## config.mk

```make
export PLATFORM = sky130hd
export DESIGN_NAME = instr_fetch_ctrl
export DESIGN_NICKNAME = d
export VERILOG_FILES = /design/src/rtl/riscv_pkg.sv /design/src/rtl/fetch_fifo.sv /design/src/rtl/instr_fetch_ctrl.sv
export SDC_FILE = /design/constraint.sdc
export NUM_CORES = 1
export LEC_CHECK = 0
export BUFFER_PORTS_ARGS = -buffer_cell sky130_fd_sc_hd__buf_4
export CAP_MARGIN = 20
export CORE_ASPECT_RATIO = 0.75
export CORE_MARGIN = 2
export CORE_UTILIZATION = 59
export DETAILED_ROUTE_END_ITERATION = 10
export HOLD_SLACK_MARGIN = 0.05
export PLACE_DENSITY = 0.85
export SYNTH_ARGS = -nofsm -noshare
export SYNTH_HDL_FRONTEND = slang
export SYNTH_SLANG_ARGS = --single-unit
```

## constraint.sdc

```tcl
create_clock -name clk -period 8.43 [get_ports clk]
set_input_delay 0.4215 -clock clk [delete_from_list [all_inputs] [get_ports clk]]
set_output_delay 0.4215 -clock clk [all_outputs]
set_load 0.01 [all_outputs]
```

## src/rtl/riscv_pkg.sv

```systemverilog
// riscv_pkg -- definitions shared by the instruction fetch front end.
//   ILEN              : instruction word width
//   RESET_PC_DEFAULT  : default first fetch address after reset
//   FQ_DEPTH_DEFAULT  : default number of fetch queue entries
//   fetch_entry_t     : one fetch queue entry {pc, instr}
//   align_word()      : clears the byte-offset bits of an address
package riscv_pkg;

    localparam int          ILEN             = 32;
    localparam logic [31:0] RESET_PC_DEFAULT = 32'h0000_0000;
    localparam int          FQ_DEPTH_DEFAULT = 2;

    typedef struct packed {
        logic [31:0]     pc;
        logic [ILEN-1:0] instr;
    } fetch_entry_t;

    function automatic logic [31:0] align_word(input logic [31:0] addr);
        return {addr[31:2], 2'b00};
    endfunction

endpackage

```

## src/rtl/fetch_fifo.sv

```systemverilog
// fetch_fifo -- small FIFO holding fetched {pc, instr} entries.
//   clk, rst_n  : clock, asynchronous active-low reset
//   push, data  : write data at the tail
//   pop         : remove the head entry
//   flush       : empty the queue; overrides push and pop
//   head        : head entry, all-zero while the queue is empty
//   count       : current occupancy
// The caller guarantees push never targets a full queue and pop never
// targets an empty one.
module fetch_fifo
    import riscv_pkg::*;
#(
    parameter int DEPTH = FQ_DEPTH_DEFAULT,
    parameter int CW    = $clog2(DEPTH + 1)
) (
    input  logic         clk,
    input  logic         rst_n,
    input  logic         push,
    input  fetch_entry_t data,
    input  logic         pop,
    input  logic         flush,
    output fetch_entry_t head,
    output logic [CW-1:0] count
);

    localparam int PW = (DEPTH > 1) ? $clog2(DEPTH) : 1;

    fetch_entry_t     mem [DEPTH];
    logic [PW-1:0]    rd_ptr;
    logic [PW-1:0]    wr_ptr;

    function automatic logic [PW-1:0] ptr_inc(input logic [PW-1:0] p);
        return (p == PW'(DEPTH - 1)) ? '0 : p + 1'b1;
    endfunction

    // NOTE: sequential state uses non-blocking assignments so every register
    // samples pre-edge values regardless of statement order.
    always_ff @(posedge clk or negedge rst_n) begin
        if (!rst_n) begin
            rd_ptr <= '0;
            wr_ptr <= '0;
            count  <= '0;
        end else if (flush) begin
            rd_ptr <= '0;
            wr_ptr <= '0;
            count  <= '0;
        end else begin
            if (push) wr_ptr <= ptr_inc(wr_ptr);
            if (pop)  rd_ptr <= ptr_inc(rd_ptr);
            count <= count + CW'(push) - CW'(pop);
        end
    end

    // NOTE: the storage array has no reset; the occupancy count alone decides
    // what is valid, and head is forced to zero while the queue is empty.
    always_ff @(posedge clk) begin
        if (push && !flush) mem[wr_ptr] <= data;
    end

    assign head = (count != '0) ? mem[rd_ptr] : '0;

endmodule

```

## src/rtl/instr_fetch_ctrl.sv

```systemverilog
// instr_fetch_ctrl -- instruction fetch controller for a 1-cycle synchronous
// instruction memory, feeding decode through a small fetch queue.
//   clk, rst_n           : clock, asynchronous active-low reset
//   fetch_en             : allow new fetches (in-flight word still lands)
//   imem_addr            : byte address presented to memory (the PC)
//   imem_word            : memory data for the address sampled last cycle
//   redirect_valid/_pc   : branch/jump redirect strobe and target
//   if_valid/if_ready    : decode handshake for the head entry
//   if_instr/if_pc       : head entry contents
//   fetch_err            : one-cycle pulse after a misaligned redirect
//   fetch_count          : number of accepted entries (wraps)
module instr_fetch_ctrl
    import riscv_pkg::*;
#(
    parameter logic [31:0] RESET_PC = RESET_PC_DEFAULT,
    parameter int          FQ_DEPTH = FQ_DEPTH_DEFAULT
) (
    input  logic        clk,
    input  logic        rst_n,
    input  logic        fetch_en,
    output logic [31:0] imem_addr,
    input  logic [31:0] imem_word,
    input  logic        redirect_valid,
    input  logic [31:0] redirect_pc,
    output logic        if_valid,
    input  logic        if_ready,
    output logic [31:0] if_instr,
    output logic [31:0] if_pc,
    output logic        fetch_err,
    output logic [31:0] fetch_count
);

    localparam int CW = $clog2(FQ_DEPTH + 1);

    logic [31:0]   pc;
    logic          inflight;
    logic [31:0]   inflight_pc;
    logic [CW-1:0] count;
    logic [CW:0]   occ_next;
    fetch_entry_t  head;
    fetch_entry_t  push_data;
    logic          pop;
    logic          push;
    logic          issue;

    // Space is reserved for the word still in flight, so an issue is only
    // allowed when the queue (after this cycle's dequeue) plus the in-flight
    // word leaves room. This is what makes a push into a full queue impossible.
    // NOTE: every always_comb output gets a default first so no path can
    // leave it unassigned and infer a latch.
    always_comb begin
        pop      = 1'b0;
        push     = 1'b0;
        issue    = 1'b0;
        occ_next = '0;

        pop      = (count != '0) && if_ready;
        occ_next = {1'b0, count} - {{CW{1'b0}}, pop} + {{CW{1'b0}}, inflight};
        issue    = fetch_en && !redirect_valid && (occ_next < (CW + 1)'(FQ_DEPTH));
        // A redirect squashes the word returning this cycle.
        push     = inflight && !redirect_valid;
    end

    always_ff @(posedge clk or negedge rst_n) begin
        if (!rst_n) begin
            pc          <= RESET_PC;
            inflight    <= 1'b0;
            inflight_pc <= '0;
            fetch_err   <= 1'b0;
            fetch_count <= '0;
        end else begin
            fetch_err <= redirect_valid && (redirect_pc[1:0] != 2'b00);
            // The handshake completes even when a redirect flushes the queue.
            if (pop) fetch_count <= fetch_count + 32'd1;
            inflight <= issue;
            if (redirect_valid) begin
                pc <= align_word(redirect_pc);
            end else if (issue) begin
                inflight_pc <= pc;
                pc          <= pc + 32'd4;
            end
        end
    end

    assign push_data = '{pc: inflight_pc, instr: imem_word};

    fetch_fifo #(.DEPTH(FQ_DEPTH), .CW(CW)) u_fifo (
        .clk   (clk),
        .rst_n (rst_n),
        .push  (push),
        .data  (push_data),
        .pop   (pop),
        .flush (redirect_valid),
        .head  (head),
        .count (count)
    );

    assign imem_addr = pc;
    assign if_valid  = (count != '0);
    assign if_pc     = head.pc;
    assign if_instr  = head.instr;

endmodule

```

==> flow_summary.toml, run 1 <==
[clock_network]
clk_pin_slew_ns = 0.06
cts_tree = "built"
cts_root_buf = "clkbuf_16"
clk_latency_ns = 0.50
cts_buffer_depth = 3
clock_sink_count = 222
cts_resized = 0
cts_max_level = 1
cts_buffers = 21

[pwr]
power_density_mw_per_mm2 = 315
pwr-share-clk_pct = 25.5
p_sw_share_pct = 33.4
pwr-share-seq_pct = 43.1
p_comb_share_pct = 31.4
irDropWorstVdd_uv = 313
p_switching_mw = 1.22
internal-power_mw = 2.43
p_leak_nw = 4.91

[timing]
fin_worst_skew_ns = 0.0190
setup_violations = 0
drv_slew = 0
worstMarginPinSlew_ns = 0.960
fin_crit_sh_pct = 44.7
layout_min_cycle_time_ns = 3.76
rsz0062_at_grt = "no"
relSlewSlack_pct = 35.7
fmax_mhz = 266
finalHoldViolCount = 0
fin_setup_tns_ns = 0

[setup_path]
crit_path_top_delay_cell = "nor2_1"
crit_path_max_fanout = 13
cp_top_family = "simple AND/OR/NAND/NOR gates"
max_stage_delay_ns = 0.72
worstPathCellList = "o21ai_1, inv_1, ha_1, inv_1, nand2_1, fa_1, xor2_1, or2_2, inv_1, nor2_1, o21ai_0, o311ai_0"
r2r-start = "u_fifo.count[1]"
path_buf_inv = 3
end_kind = "flip-flop"
reg2regPathDepth = 12
cp_common_cell = "inv_1"
rrSetupSlack_ns = 4.67
start_kind = "flip-flop"
worst-setup-path-type = "flip-flop to flip-flop"
cp.arrival_ns = 4.12
worst_ep_required_time_ns = 8.79
r2r-end = "imem_addr[10]"

[synthesis]
yosysTopAreaCellShare_pct = 40.2
async_reset_ff_share_pct = 44.1
synth_commonest_cells = "131 x nand2_1, 124 x edfxtp_1, 98 x dfrtp_1"
syn_area_mm2 = 0.00926
syn_area_per_cell_um2 = 12.4
synth_edf_count = 124
synthTopCellsByArea = "edfxtp_1 40%, dfrtp_1 26%, mux2i_1 6.9%, nand2_1 5.3%, nor2_1 3.6%"
yosys.cell_count.top_type = "nand2_1"
yosys.area.top_type = "edfxtp_1"
ys.flop_type = "edfxtp_1"
yosys_warnings = 0
ys_ff_latch = 222
synth.distinct_cells = 47
syn_inst = 747
yosysSeqAreaShare_pct = 66.7

[route]
wl_per_cell_um = 18.0
drt-total-wl_mm = 20.9
vias_per_cell = 5.61
first_iter_violations = 533
num_vias = 6499
drtPass1Iterations = 5
drcViolationCount = 0
ant_nets = 0

[placement]
dp_hpwl_mm = 13.8
place_congestion = 0.852
portBuffers = 194
place_area_mm2 = 0.0109

[status]
status = "finished clean"

[min_path]
holdPathEnd = "u_fifo.mem[1][22]"
hold-path-cell-count = 1
min_from = "imem_word[22]"
hp-class = "input port to flip-flop"

[global_routing]
overflow = 0
grt_pass1_vias = 6306
antenna_found_initial = 0
track_usage_pct = 24.9
grt_pass1_wl_mm = 32.9
grt_max_degree = 64

[final_layout]
antennaDiodeCount = 0
nNetsFinal = 1014
syn2layout_area_growth_pct = 25.1
drive_gt1_share_pct = 25.9
final_area_mm2 = 0.0116

[floorplanning]
die_h_um = 113
coreArea_mm2 = 0.0153
io_pins = 199
num_rows = 39
start_util_pct = 60.7
dieArea_mm2 = 0.0167
die_w_um = 149

[flow_run]
drv_cap = 0
layout by cell type (no fill, tap or decap), types with 2 or more instances in the layout:
cell type / synthesis / final
conb_1: 1 / 4
ha_1: 5 / 5
nand4_1: 18 / 18
mux2i_1: 64 / 64
nor3_1: 7 / 7
and3_1: 6 / 6
o21ai_0: 22 / 22
dfrtp_1: 98 / 97
nand3b_1: 2 / 2
a221o_1: 8 / 8
xor2_1: 9 / 9
nor3b_1: 3 / 3
buf_4: 4 / 201
clkbuf_1: 23 / 2
clkinv_1: 0 / 7
nor4_1: 3 / 3
a31oi_1: 4 / 4
nand3_1: 20 / 20
or3_1: 5 / 5
nor4_4: 2 / 2
a31o_2: 4 / 4
xnor2_1: 27 / 27
a32oi_1: 4 / 4
bufinv_16: 0 / 3
nor2_1: 90 / 89
clkbuf_16: 0 / 21
o311ai_0: 6 / 6
o211ai_1: 7 / 7
a21oi_1: 4 / 4
and2_2: 1 / 2
edfxtp_1: 124 / 124
nand2_1: 131 / 131
inv_1: 13 / 13
clkinv_2: 0 / 4
nor2b_1: 5 / 4
and2_1: 5 / 4
area by class of cell:
cell class	instances	area, um^2
tap	205	256
clock inverter	15	145
inverter	13	48.8
clock buffer	23	533
multi-input combinational	479	2910
sequential	222	6180
timing repair buffer	202	1520
fill	981	3680
worst register-to-register path, cell delays in order (launching register included):
cell and delay (ns):
dfrtp_1 0.48, o21ai_1 0.49, inv_1 0.10, ha_1 0.29
inv_1 0.09, nand2_1 0.08, fa_1 0.43, xor2_1 0.29
or2_2 0.18, inv_1 0.05, nor2_1 0.72, o21ai_0 0.26
o311ai_0 0.17
per-stage QoR:
stage	utilization, %	instances	setup slack (ns)	hold slack (ns)	power, mW
floorplan	-	750	4.39	0.126	2.21
global placement	71.4	1120	4.96	0.440	2.69
detailed placement	71.4	1120	4.66	0.438	2.73
CTS	75.9	1159	4.66	0.0921	3.67
global route	75.9	1159	4.36	0.0876	3.84
finish	75.9	1159	4.67	0.107	3.65
metal layers:
metal | vias up | part of all wire, % | routed length [um] | global-route usage, %
met5 | - | 0 | 0 | 0.588
met4 | 0 | 2.4 | 501 | 7.43
met3 | 39 | 8.4 | 1760 | 5.12
met2 | 295 | 46 | 9550 | 38.5
met1 | 3138 | 43 | 9050 | 36.1
li1 | 3027 | - | - | -
power by group through the flow:
stage | Sequential (mW) | Clock [mW] | Combinational [mW]
2_1_floorplan | 1.54 | 0 | 0.664
3_3_place_gp | 1.57 | 0 | 1.12
3_5_place_dp | 1.59 | 0 | 1.14
4_1_cts | 1.57 | 0.944 | 1.15
5_1_grt | 1.60 | 0.989 | 1.25
6_report | 1.57 | 0.929 | 1.15
worst max path at each step:
| stage | cells after the start | slack, ns | end | from |
|---|---|---|---|---|
| floorplan | 3 | 4.39 | u_fifo.mem[0][0] | redirect_valid |
| global placement | 13 | 4.96 | imem_addr[21] | u_fifo.count[1] |
| detailed placement | 12 | 4.66 | imem_addr[10] | u_fifo.count[1] |
| CTS | 12 | 4.66 | imem_addr[10] | u_fifo.count[1] |
| global route | 12 | 4.36 | imem_addr[10] | u_fifo.count[1] |
| finish | 12 | 4.67 | imem_addr[10] | u_fifo.count[1] |
state kept, by name, summed over array words and instances, names as in the netlist:
signal and flops:
inflight_pc 30, u_fifo.count 2, fetch_err 1, imem_addr 30, u_fifo.rd_ptr 1, u_fifo.wr_ptr 1, u_fifo.mem 124, inflight 1
fetch_count 32
kinds of logic (layout without fill, tap and decap cells):
kind of cell | Yosys count | after routing | synth area share, %
XOR/XNOR | 36 | 36 | 3.40
adder cells (fa/ha/maj) | 6 | 6 | 0.891
other | 1 | 4 | 0.0405
multiplexers | 65 | 65 | 7.04
AO/OA/AOI/OAI | 63 | 63 | 4.75
flip-flops | 222 | 222 | 66.7
buffers and inverters | 49 | 253 | 2.20
AND/OR/NAND/NOR | 305 | 305 | 15.0
what timing repair did:
| action | 4_1_cts | 5_1_grt |
|---|---|---|
| hold endpoints to repair | 40 | 0 |
| hold buffers | 1 | 0 |
| setup buffers | 0 | 0 |
(Power assumes the default switching activity.)
==> inputs of run 2 (changes only) <==
Settings changed: CORE_UTILIZATION 59 to 54, PLACE_DENSITY 0.85 to 0.79.
Clock period 8.43 ns to 3.5 ns, I/O delays scaled along.
==> run 2 against run 1 <==
  * Combinational power grew to 2.5 times the previous value
  * Sequential cell count unchanged
  * Cell area is 6.6% higher
  * Critical endpoint is now imem_addr[21]
  * Highest routed layer unchanged
==> flow_summary.toml, run 2 (synthesis results as in run 1) <==
[floorplanning]
num_rows = 41
dieArea_mm2 = 0.0182
die_w_um = 155
start_util_pct = 55.1
die_h_um = 117
io_pins = 199
coreArea_mm2 = 0.0168

[flow_run]
drv_cap = 0

[final_layout]
nFillCells = 1137
final_util_pct = 73.4
final-instance-count-excl-fill = 1241
antennaDiodeCount = 0
nNetsFinal = 1085
syn2layout_area_growth_pct = 33.4
reg.largest.list = "u_fifo.mem: 124 flops, fetch_count: 32 flops"
drive_gt1_share_pct = 24.9
layout_common_cells = "203 x buf_4, 131 x nand2_1, 124 x edfxtp_1"
max_flop_register = "u_fifo.mem"
layout_commonest_cell = "buf_4"
final_area_mm2 = 0.0124
largest_reg_flops = 124

[clock_network]
cts_buffer_depth = 3
clk_latency_ns = 0.50
cts_max_level = 1
cts_setup_buffers = 0
clk_pin_slew_ns = 0.06
cts_tree = "built"
clock_sink_count = 222
cts_root_buf = "clkbuf_16"
cts_buffers = 22

[global_routing]
antenna_found_initial = 0
grt_pass1_vias = 6718
track_usage_pct = 24.0
grt_max_degree = 67
overflow = 0
grt_pass1_wl_mm = 34.6

[placement]
portBuffers = 194
dp_cells = 1136
place_area_mm2 = 0.0110
place_ws_ns = 0.0934
dp_hpwl_mm = 13.8
place_congestion = 0.848

[pwr]
power_density_mw_per_mm2 = 723
fin_total_pwr_mw = 8.93
irDropWorstVdd_uv = 534
p_leak_nw = 5.22

[timing]
finalHoldViolCount = 0
rsz0062_at_grt = "no"
fin_worst_skew_ns = 0.0147
setup_violations = 0
fin_setup_tns_ns = 0
worstMarginPinSlew_ns = 0.845
drv_slew = 0
fin_ws_ns = 0.214
relSlewSlack_pct = 43.7
layout_min_cycle_time_ns = 3.29
timing.hold.ws_ns = 0.122
fin_crit_sh_pct = 93.9
fmax_mhz = 304

[setup_path]
cp.arrival_ns = 3.73
crit_path_max_fanout = 37
start_kind = "flip-flop"
r2r-start = "u_fifo.count[0]"
worst-setup-path-type = "flip-flop to flip-flop"
crit_start = "u_fifo.count[0]"
worst_ep_required_time_ns = 3.94
end_kind = "flip-flop"

[status]
status = "finished clean"

[min_path]
hp-class = "input port to flip-flop"
min_from = "redirect_valid"

[route]
num_vias = 6829
drtPass1Iterations = 5
first_iter_violations = 510
vias_per_cell = 5.50
wl_per_cell_um = 17.7
drt-total-wl_mm = 21.9
ant_nets = 0
drcViolationCount = 0
==> run 2: cell type report <==
cell class | instances | area (um^2) | share of cell area, %
Clock buffer | 33 | 622 | 5.03
Clock inverter | 7 | 68.8 | 0.557
Inverter | 13 | 48.8 | 0.395
Multi-Input combinational cell | 479 | 2910 | 23.6
Sequential cell | 222 | 6180 | 50.0
Tap cell | 215 | 269 | 2.18
Timing Repair Buffer | 272 | 2250 | 18.2
==> run 2: worst paths after layout <==
check,to,slack [ns],cells after the start
setup / recovery,imem_addr[21],0.21,13
hold / removal,u_fifo.wr_ptr,0.12,2
setup reg to reg,imem_addr[21],0.21,13
hold reg to reg,u_fifo.mem[0][36],0.47,0
max in group asynchronous,inflight_pc[7],2.37,3
min in group asynchronous,fetch_count[18],0.33,2
==> run 2: per-layer routing <==
layer  up-vias  part of all wire, %  track usage (%)  routed length, um
met5         -                    0                0                  0
met4         0                  2.7             7.63                600
met3        45                  7.0             4.69               1550
met2       279                   48             38.4              10500
met1      3326                   43             33.7               9330
li1       3179                    -                -                  -
==> run 2: power by group <==
| part | internal [mW] | switching (mW) |
|---|---|---|
| Sequential | 3.34 | 0.450 |
| Clock | 1.30 | 0.931 |
| Combinational | 1.31 | 1.59 |
==> run 2: what timing repair did <==
action / 4_1_cts / 5_1_grt
endpoints found under the setup margin: 0 / 13
hold buffers: 65 / 0
endpoints found under the hold margin: 159 / 0
resized for setup: 0 / 1
==> run 2: worst max-delay path, stage by stage, from the launching register on <==
cell	delay, ns
dfrtp_1	0.43
o21ai_1	0.20
inv_1	0.07
ha_1	0.27
inv_1	0.07
nand2_1	0.08
fa_1	0.56
nand3b_1	0.14
or2_2	0.43
inv_1	0.17
buf_12	0.22
nand3_1	0.15
or3_1	0.34
nand3_1	0.08
